==> src/rtl/im_program_loader_if.sv <==
// Byte-stream input and instruction-memory write bus of the program loader.
// master = loader side, slave = stream source / memory side.
interface im_program_loader_if #(
  parameter int unsigned ADDR_WIDTH = 8,
  parameter int unsigned DATA_WIDTH = 16,
  parameter int unsigned BYTE_WIDTH = 8
);
  logic                  in_valid;
  logic                  in_ready;
  logic [BYTE_WIDTH-1:0] in_data;
  logic                  im_wr;
  logic [ADDR_WIDTH-1:0] im_addr;
  logic [DATA_WIDTH-1:0] im_w_data;

  modport master (
    input  in_valid, in_data,
    output in_ready, im_wr, im_addr, im_w_data
  );

  modport slave (
    output in_valid, in_data,
    input  in_ready, im_wr, im_addr, im_w_data
  );
endinterface

==> src/rtl/im_program_loader.sv <==
// Boot loader: streams a program into instruction memory, starts the CPU, waits for stop.
// Optional trailing XOR checksum byte enabled by defining LOADER_CHECKSUM_EN.
module im_program_loader #(
  parameter int unsigned ADDR_WIDTH = 8,
  parameter int unsigned DATA_WIDTH = 16,
  parameter int unsigned BYTE_WIDTH = 8
) (
  input  logic                clk,
  input  logic                rst,
  input  logic                load_req,
  output logic                cpu_start,
  input  logic                cpu_stop,
  output logic                busy,
  output logic                done,
  output logic                err,
  im_program_loader_if.master bus
);

  localparam logic [3:0] S_IDLE  = 4'd0;
  localparam logic [3:0] S_HDR   = 4'd1;
  localparam logic [3:0] S_HI    = 4'd2;
  localparam logic [3:0] S_LO    = 4'd3;
  localparam logic [3:0] S_START = 4'd4;
  localparam logic [3:0] S_RUN   = 4'd5;
  localparam logic [3:0] S_DONE  = 4'd6;
`ifdef LOADER_CHECKSUM_EN
  localparam logic [3:0] S_CHK   = 4'd7;
  localparam logic [3:0] S_ERR   = 4'd8;
`endif

  logic [3:0]            state_q, state_d;
  logic [ADDR_WIDTH-1:0] cnt_q, cnt_d;
  logic [ADDR_WIDTH-1:0] n_q, n_d;
  logic [BYTE_WIDTH-1:0] hi_q, hi_d;
  logic                  ready_q, ready_d;
  logic                  wr_q, wr_d;
  logic [ADDR_WIDTH-1:0] addr_q, addr_d;
  logic [DATA_WIDTH-1:0] wdata_q, wdata_d;
  logic                  start_q, start_d;
  logic                  busy_q, busy_d;
  logic                  done_q, done_d;
  logic                  xfer;
  logic                  last_word;

`ifdef LOADER_CHECKSUM_EN
  logic [BYTE_WIDTH-1:0] csum_q, csum_d;
  logic                  err_q, err_d;
`endif

  assign xfer      = bus.in_valid && ready_q;
  // N = 0 encodes a full memory: n_q - 1 is then all-ones, so the last word is at the top address.
  assign last_word = (cnt_q == n_q - ADDR_WIDTH'(1));

  always_comb begin
    state_d = state_q;
    cnt_d   = cnt_q;
    n_d     = n_q;
    hi_d    = hi_q;
    wr_d    = 1'b0;
    addr_d  = addr_q;
    wdata_d = wdata_q;
`ifdef LOADER_CHECKSUM_EN
    csum_d  = csum_q;
`endif
    case (state_q)
      S_IDLE, S_DONE: begin
        if (load_req) state_d = S_HDR;
      end
      S_HDR: begin
        if (xfer) begin
          n_d     = ADDR_WIDTH'(bus.in_data);
          cnt_d   = '0;
          state_d = S_HI;
`ifdef LOADER_CHECKSUM_EN
          csum_d  = bus.in_data;
`endif
        end
      end
      S_HI: begin
        if (xfer) begin
          hi_d    = bus.in_data;
          state_d = S_LO;
`ifdef LOADER_CHECKSUM_EN
          csum_d  = csum_q ^ bus.in_data;
`endif
        end
      end
      S_LO: begin
        if (xfer) begin
          wr_d    = 1'b1;
          addr_d  = cnt_q;
          wdata_d = {hi_q, bus.in_data};
          cnt_d   = cnt_q + ADDR_WIDTH'(1);
`ifdef LOADER_CHECKSUM_EN
          csum_d  = csum_q ^ bus.in_data;
          state_d = last_word ? S_CHK : S_HI;
`else
          state_d = last_word ? S_START : S_HI;
`endif
        end
      end
`ifdef LOADER_CHECKSUM_EN
      S_CHK: begin
        if (xfer) state_d = (bus.in_data == csum_q) ? S_START : S_ERR;
      end
      S_ERR: begin
        if (load_req) state_d = S_HDR;
      end
`endif
      S_START: state_d = S_RUN;
      S_RUN: begin
        if (cpu_stop) state_d = S_DONE;
      end
      default: state_d = S_IDLE;
    endcase
  end

  // Status outputs are registered decodes of the next state; cpu_start lags START by one
  // cycle so it never overlaps the final memory write.
  always_comb begin
    ready_d = (state_d == S_HDR) || (state_d == S_HI) || (state_d == S_LO);
    busy_d  = (state_d != S_IDLE) && (state_d != S_DONE);
`ifdef LOADER_CHECKSUM_EN
    ready_d = ready_d || (state_d == S_CHK);
    busy_d  = busy_d && (state_d != S_ERR);
    err_d   = (state_d == S_ERR);
`endif
    done_d  = (state_d == S_DONE);
    start_d = (state_q == S_START);
  end

  always_ff @(posedge clk or negedge rst) begin
    if (!rst) begin
      state_q <= S_IDLE;
      cnt_q   <= '0;
      n_q     <= '0;
      hi_q    <= '0;
      ready_q <= 1'b0;
      wr_q    <= 1'b0;
      addr_q  <= '0;
      wdata_q <= '0;
      start_q <= 1'b0;
      busy_q  <= 1'b0;
      done_q  <= 1'b0;
    end else begin
      state_q <= state_d;
      cnt_q   <= cnt_d;
      n_q     <= n_d;
      hi_q    <= hi_d;
      ready_q <= ready_d;
      wr_q    <= wr_d;
      addr_q  <= addr_d;
      wdata_q <= wdata_d;
      start_q <= start_d;
      busy_q  <= busy_d;
      done_q  <= done_d;
    end
  end

`ifdef LOADER_CHECKSUM_EN
  always_ff @(posedge clk or negedge rst) begin
    if (!rst) begin
      csum_q <= '0;
      err_q  <= 1'b0;
    end else begin
      csum_q <= csum_d;
      err_q  <= err_d;
    end
  end
  assign err = err_q;
`else
  assign err = 1'b0;
`endif

  assign bus.in_ready  = ready_q;
  assign bus.im_wr     = wr_q;
  assign bus.im_addr   = addr_q;
  assign bus.im_w_data = wdata_q;
  assign cpu_start     = start_q;
  assign busy          = busy_q;
  assign done          = done_q;

endmodule

==> src/flat_wrapper.sv <==
// flat-port wrapper written by rule: the top's interface ports become plain ports
module im_program_loader_flat 
#(
  parameter int unsigned ADDR_WIDTH = 8,
  parameter int unsigned DATA_WIDTH = 16,
  parameter int unsigned BYTE_WIDTH = 8
)
  (clk, rst, load_req, cpu_start, cpu_stop, busy, done, err, bus_in_valid, bus_in_data, bus_in_ready, bus_im_wr, bus_im_addr, bus_im_w_data);
  im_program_loader_if #(.ADDR_WIDTH(ADDR_WIDTH), .DATA_WIDTH(DATA_WIDTH), .BYTE_WIDTH(BYTE_WIDTH)) bus_i ();
  input  logic clk;
  input  logic rst;
  input  logic load_req;
  output logic cpu_start;
  input  logic cpu_stop;
  output logic busy;
  output logic done;
  output logic err;
  input wire logic [$bits(bus_i.in_valid)-1:0] bus_in_valid;
  input wire logic [$bits(bus_i.in_data)-1:0] bus_in_data;
  output wire logic [$bits(bus_i.in_ready)-1:0] bus_in_ready;
  output wire logic [$bits(bus_i.im_wr)-1:0] bus_im_wr;
  output wire logic [$bits(bus_i.im_addr)-1:0] bus_im_addr;
  output wire logic [$bits(bus_i.im_w_data)-1:0] bus_im_w_data;
  assign bus_i.in_valid = bus_in_valid;
  assign bus_i.in_data = bus_in_data;
  assign bus_in_ready = bus_i.in_ready;
  assign bus_im_wr = bus_i.im_wr;
  assign bus_im_addr = bus_i.im_addr;
  assign bus_im_w_data = bus_i.im_w_data;
  im_program_loader #(.ADDR_WIDTH(ADDR_WIDTH), .DATA_WIDTH(DATA_WIDTH), .BYTE_WIDTH(BYTE_WIDTH)) u_core (.clk(clk), .rst(rst), .load_req(load_req), .cpu_start(cpu_start), .cpu_stop(cpu_stop), .busy(busy), .done(done), .err(err), .bus(bus_i));
endmodule
==> config.mk <==
export PLATFORM = sky130hd
export DESIGN_NAME = im_program_loader_flat
export DESIGN_NICKNAME = d
export VERILOG_FILES = /design/src/rtl/im_program_loader_if.sv /design/src/rtl/im_program_loader.sv /design/src/flat_wrapper.sv
export SDC_FILE = /design/constraint.sdc
export NUM_CORES = 1
export LEC_CHECK = 0
export ABC_AREA = 1
export CORE_AREA = 5 5 93 95
export CTS_CLUSTER_DIAMETER = 30
export DETAILED_ROUTE_END_ITERATION = 16
export DIE_AREA = 0 0 98 100
export SLEW_MARGIN = 20
export SYNTH_ARGS = -nofsm -noshare
export SYNTH_HDL_FRONTEND = slang
export SYNTH_SLANG_ARGS = --single-unit
==> constraint.sdc <==
create_clock -name clk -period 2.95 [get_ports clk]
set_input_delay 0.59 -clock clk [delete_from_list [all_inputs] [get_ports clk]]
set_output_delay 0.59 -clock clk [all_outputs]
set_load 0.005 [all_outputs]
==> results of run 1 <==
==> layout make-up <==
cell class | count | area (sq um)
Tap cell | 102 | 128
Fill cell | 745 | 4220
Multi-Input combinational cell | 215 | 1050
Sequential cell | 57 | 1430
Timing Repair Buffer | 44 | 440
Clock inverter | 5 | 62.6
Clock buffer | 11 | 151
Inverter | 44 | 165
==> stage by stage <==
step	hold WS, ns	cells	setup WS [ns]	instance area, sq um	util
after global placement	0.465	462	0.572	3210	0.420
after global routing	0.313	478	0.751	3430	0.448
final	0.261	478	0.896	3430	0.448
after detailed placement	0.464	462	0.546	3210	0.420
after floorplan	0.294	325	1.27	2690	-
after CTS	0.281	478	0.907	3430	0.448
==> worst reg2reg max path, stage by stage (launching register included) <==
cell,delay [ns]
dfrtp_1,0.38
inv_2,0.08
ha_1,0.31
inv_1,0.06
nand2_1,0.04
nand2_1,0.05
nand3_1,0.06
nor2_1,0.14
nand2_1,0.08
nor2_2,0.12
nand4_1,0.14
nand2_1,0.10
nand3_1,0.08
nor2_1,0.13
nor2_2,0.04
==> worst max-delay path by stage <==
stage	start	end	slack [ns]	depth (start not counted)
after detailed placement	bus_in_valid	u_core.busy	0.55	12
after global routing	u_core.n_q[0]	u_core.busy	0.75	14
after global placement	bus_in_valid	u_core.busy	0.57	12
after CTS	bus_in_valid	u_core.busy	0.91	12
after floorplan	u_core.n_q[0]	u_core.busy	1.27	14
final	bus_in_valid	u_core.busy	0.90	12
==> registers in the layout (all words and copies together) (netlist names), 4 cells and up <==
signal and flops:
u_core.bus.im_addr 8, u_core.state_q 4, u_core.cnt_q 8, u_core.n_q 8
u_core.bus.im_w_data 16, u_core.hi_q 8
==> metal layers <==
metal	vias to the layer above	global-route usage	wire length, um
li1	1109	-	-
met5	-	0	0
met1	1029	0.179	2920
met2	41	0.220	2880
met4	0	0.0596	109
met3	9	0.0313	270
==> report_power, final <==
part,switching [W],total (W),internal (W),leakage (nW)
registers,0.000172,0.00116,0.000987,0.731
clock network,0.000334,0.000774,0.000440,0.102
logic,0.000474,0.000873,0.000398,0.815
==> cells in the final DEF, fill, tap and decap left out, types with 2 or more instances in the layout <==
cell type	instances
nand2_1	96
dfrtp_1	57
clkdlybuf4s50_1	40
o21ai_0	37
inv_1	33
nor2_1	21
nand3_1	14
inv_2	11
clkbuf_8	11
nor2_2	7
a21oi_1	7
nor3_1	4
nor2_4	4
xor2_1	3
xnor2_1	3
nand4_1	2
o211ai_1	2
nand2_2	2
ha_1	2
conb_1	2
clkinvlp_4	2
buf_4	2
==> cells by family (layout without fill, tap and decap cells) <==
kind of cell / count (synthesis) / count (layout)
flip-flops: 57 / 57
adder cells (fa/ha/maj): 2 / 2
XOR/XNOR: 6 / 6
buffers and inverters: 53 / 104
other: 1 / 2
AND/OR/NAND/NOR: 154 / 154
AO/OA/AOI/OAI: 51 / 51
==> run metrics, run 1 <==
status=finished, final reports clean; Synth Area in Simple Gates=0.260; R2R Setup Slk=between 1 and 1.5 ns; CORE AREA=0.00765 sq mm; Crit Path Max Fanout=15; largest net degree at the start of global routing=42; PostCTS Resize Cnt=0; Compound-Gate Fraction of Synth Area=0.101; 1st-pass router iterations=4; Critical Path Max Stage Delay=0.45 ns; Unique masters post-synth=30; Power, Total=0.00281 W; Post-synth EDFFs=0; Tcrit/Tclk final=0.696; I/O pin count=43; CTS Buffer Depth=2; initial antenna violation count=0; setup violation total in the final timing report=0; final antenna-violating net count=0; PwrDens=819 mW/mm^2; slowest cell on the critical path=clkdlybuf4s50_1; adder-cell share of the synthesized area=0.00932; Seq/Total Area, Yosys=0.531; register bit total from synthesis=57; crit path buf inv count=4; WL per Instance=approximately 13 um; max-slew violations=0; vias after detailed routing=2188; Worst-Skew Late Latency=0.34 ns; FP Rows=32; maximum vdd drop=~240 uV; Buffers on Ports=around 40; Initial DRC Count=105; r2r worst-path depth=14; RSZ-0062 raised after global routing=false; CP top delay family=simple AND/OR/NAND/NOR gates; CP required=around 3.2 ns; YS warnings=0; GR Overflow Total=0; H-tree depth=3; post-synthesis mux area share=0; Clock Pin Slew Worst Setup and Hold Paths=approximately 0.070 ns; final clock skew=about 0.0090 ns; GRT Total Usage=0.137; first-pass GRT wire length=10.8 mm; xor/xnor share of the synthesized area=0.0196; P_leak=1.65 nW; Post-synth top cells=nand2_1 (96), dfrtp_1 (57), o21ai_0 (37), inv_1 (33), nor2_1 (21); Worst slew margin=0.575; largest area contributor in the netlist=dfrtp_1; Hold Path Class=primary input to asynchronous set/reset pin; share of layout cells above drive strength 1=0.130; Initial Util=0.351; CTS Hold Bufs=0; TritonCTS buffer count=9; Tmin final=2.05 ns; Die Y=100 um; vias per inst=about 4.6; vias in the first global route=~2300; top_reg_cell synth=dfrtp_1; # DRC=0; root buffer selected by CTS=clkbuf_8; FMAX=0.487 GHz; Synth top area share=0.531; Nets=a little under 400; R2R Path End=u_core.busy; critical path class=primary input to flop; Sum Neg Setup Slack=0 ns; die area=0.00980 sq mm; crit path cell chain=clkdlybuf4s50_1 > nand2_1 > nor2_8 > inv_2 > nor2_4 > inv_2 > nand2_1 > nor2_1 > inv_1 > a21oi_2 > nor2_2 > nor2_2; Sink Count=57; Critical R2R Launch=u_core.n_q[0]; Critical Path AT=2.29 ns; CTS tree=done; Post-Syn Area=0.00269 sq mm; diode count=0; Post-synth ARST share=1.00; Worst-Margin Slew=0.637 ns; largest family of logic cells by synthesized area=simple AND/OR/NAND/NOR gates; P&R area growth vs syn=27.6%; Die W=98 um; most frequent cell after synthesis=nand2_1; Syn Inst Count=324; Mapped Avg Cell Area=~8.3 sq um; final WL=6.18 mm; Final Hold Vio Count=0; max-cap viol count=0; Startpoint Class=primary input; top post-synthesis cells by area=dfrtp_1 (53%), nand2_1 (13%), o21ai_0 (6.9%); global placement routability congestion=0.855; HPWL Detailed=roughly 4.5 mm; CP endpoint kind=flop; post-CTS setup buffer count=0
Power figures use the tool's default switching activity.
==> run 2, diff against run 1 <==
clock period = 1.7 ns   (was 2.95 ns; I/O delays follow)
==> run 2 against run 1 <==
Compared with the run above:
- via count is 3.0% higher
- the flow now finishes with violations (setup timing)
- largest cell class unchanged
- count of clock-buffer cells in the layout is 1 lower
- cell area is 7.2% higher
- worst setup slack worse by 1.0 ns
==> run metrics, run 2 (synthesized netlist as in run 1, its figures left out) <==
status=complete, but fails checks; failing checks=setup timing; 1st-pass router iterations=4 (unchanged); P_leak=1.77 nW (+7.3%); critical path class=flop to flop; hold slack final=0.482 ns (+0.220 ns); maximum vdd drop=581 uV (+140%); vias in the first global route=2282 (+0.088%); Hold Path Class=flop to flop; # DRC=0 (unchanged); logic gate share of total power=0.361 (+0.050); Crit Path Max Fanout=3 (-12); Die Y=100 um (unchanged); Largest register FFs=16 (unchanged); Tmin final=1.81 ns; most frequent cells in the layout=nand2_1 (90), dfrtp_1 (57), clkdlybuf4s50_1 (40), o21ai_0 (37), inv_1 (30); I/O pin count=43 (unchanged); max-slew violations=0 (unchanged); root buffer selected by CTS=clkbuf_8; Most Crowded Layer GR=met2; HP Start=u_core.bus.im_w_data[2]; R2R Path End=u_core.busy; most common cell after layout, fill and taps aside=nand2_1; Clock Pin Slew Worst Setup and Hold Paths=0.07 ns (about the same); CP required=1.93 ns (-1.26 ns); CTS Buffer Depth=2 (unchanged); design area=0.00367 sq mm (+7.2%); WL per Instance=12.9 um (-0.20%); FMAX=0.553 GHz; crit path to=u_core.busy; fill count=743 (-0.27%); Startpoint Class=flop; initial antenna violation count=0 (unchanged); first-pass GRT wire length=10.8 mm (-0.26%); Reg power frac=0.370 (-0.043); Buffers on Ports=41 (unchanged); Clk network pwr share=0.268 (-0.008); global placement routability congestion=0.845 (-1.2%); area of placed instances=0.00334 sq mm (+4.0%); GRT Total Usage=0.138 (+0.000806); Net Sw Power=0.00189 W (+92%); setup violation total in the final timing report=4 (+4); max-cap viol count=0 (unchanged); FP Rows=32 (unchanged); vias per inst=4.52 (-1.2%); r2r worst-path depth=11 (-3); met3 Use GR=0.0375 (+0.00625); vias after detailed routing=2253 (+3.0%); Worst-Skew Late Latency=0.34 ns (about the same); Internal Power=0.00352 W (+93%); Initial DRC Count=79 (-25%); CP endpoint kind=flop; Die W=98 um (unchanged); grt met1 use=0.172 (-0.00689); final clock skew=0.00569 ns (-0.00328 ns); Critical Path Start=u_core.n_q[1]; RSZ-0062 raised after global routing=true; Final Hold Vio Count=0 (unchanged); H-tree depth=3 (unchanged); R2R Setup Slk=-0.11 ns (-1.12 ns); Sink Count=57 (unchanged); largest net degree at the start of global routing=58 (+38%); HPWL Detailed=4.56 mm (+2.4%); Switching Share=0.349 (about the same); CTS tree=done; P&R area growth vs syn=36.8%; final core occ=0.480 (+0.0322); Critical R2R Launch=u_core.n_q[1]; PwrDens=1470 mW/mm^2 (+80%); final worst setup slack=-0.108 ns (-1.00 ns); GR Layer Usage met2=0.226 (+0.00628); CORE AREA=0.00765 sq mm (unchanged); Critical Path AT=2.04 ns (-0.25 ns); final WL=6.43 mm (+4.0%); Setup WS pre-CTS=-0.160 ns (-0.706 ns); Initial Util=0.351 (unchanged); Tcrit/Tclk final=1.06; Nets=406 (+5.2%); diode count=0 (unchanged); final antenna-violating net count=0 (unchanged); die area=0.00980 sq mm (unchanged); GR Overflow Total=0 (unchanged); Sum Neg Setup Slack=-0.335 ns (-0.335 ns); TritonCTS buffer count=9 (unchanged); share of layout cells above drive strength 1=0.222 (+0.0919)
-- run 2: cell count changes in the layout (fill, tap and decap cells not counted), sizes merged --
cell,change
buf,+19
bufinv,+1
clkbuf,-1
clkinv,+1
clkinvlp,-1
dlygate4sd3,+1
-- run 2: layout make-up --
cell class	instances	area, sq um	share of cell area
multi-input combinational	215	1130	0.309
sequential	57	1430	0.388
inverter	44	165	0.0450
tap	102	128	0.0347
clock buffer	10	138	0.0375
clock inverter	6	90.1	0.0245
timing repair buffer	64	593	0.161
-- run 2: worst min-delay path by stage --
stage | endpoint | depth (start not counted) | slack, ns
2_1_floorplan | u_core.bus.im_addr[0] | 0 | 0.04
3_3_place_gp | u_core.bus.im_w_data[6] | 2 | 0.37
3_5_place_dp | u_core.bus.im_wr | 2 | 0.38
4_1_cts | u_core.bus.im_wr | 2 | 0.007
5_1_grt | u_core.bus.im_w_data[0] | 2 | 0.50
6_report | u_core.bus.im_w_data[2] | 2 | 0.48
-- run 2: per-layer routing --
| layer | wire, um | vias up | share of wire |
|---|---|---|---|
| met5 | 0 | - | 0 |
| met4 | 142 | 0 | 0.022 |
| met3 | 311 | 10 | 0.048 |
| met2 | 3110 | 44 | 0.48 |
| met1 | 2860 | 1053 | 0.44 |
| li1 | - | 1146 | - |
-- run 2: timing repair --
item,in CTS,in global routing
endpoints found under the hold margin,0,1
gates resized for setup,6,18
setup buffers,2,1
hold buffers,0,1
setup endpoints to repair,4,6
pin swaps,7,17
-- run 2: worst max-delay path, stage by stage, from the launching register on --
cell	delay, ns
dfrtp_1	0.39
buf_4	0.14
buf_4	0.13
nor2_4	0.11
nand3_2	0.09
nor2_2	0.14
xor2_2	0.21
nand4_1	0.17
nand2_1	0.10
nand3_2	0.09
nor2_2	0.10
nor2_2	0.04
-- run 2: metrics by stage --
stage,total power (W),cells
4_1_cts,0.00528,497
3_5_place_dp,0.00369,479
5_1_grt,0.00579,498
2_1_floorplan,0.00296,325
6_report,0.00540,498
3_3_place_gp,0.00366,479
-- run 2: power groups by stage --
stage,Clock [W],Combinational (W),Sequential [W]
6_report,0.00145,0.00195,0.00200
5_1_grt,0.00155,0.00219,0.00205
4_1_cts,0.00149,0.00179,0.00200
3_5_place_dp,0,0.00167,0.00202
3_3_place_gp,0,0.00165,0.00201
2_1_floorplan,0,0.000980,0.00198
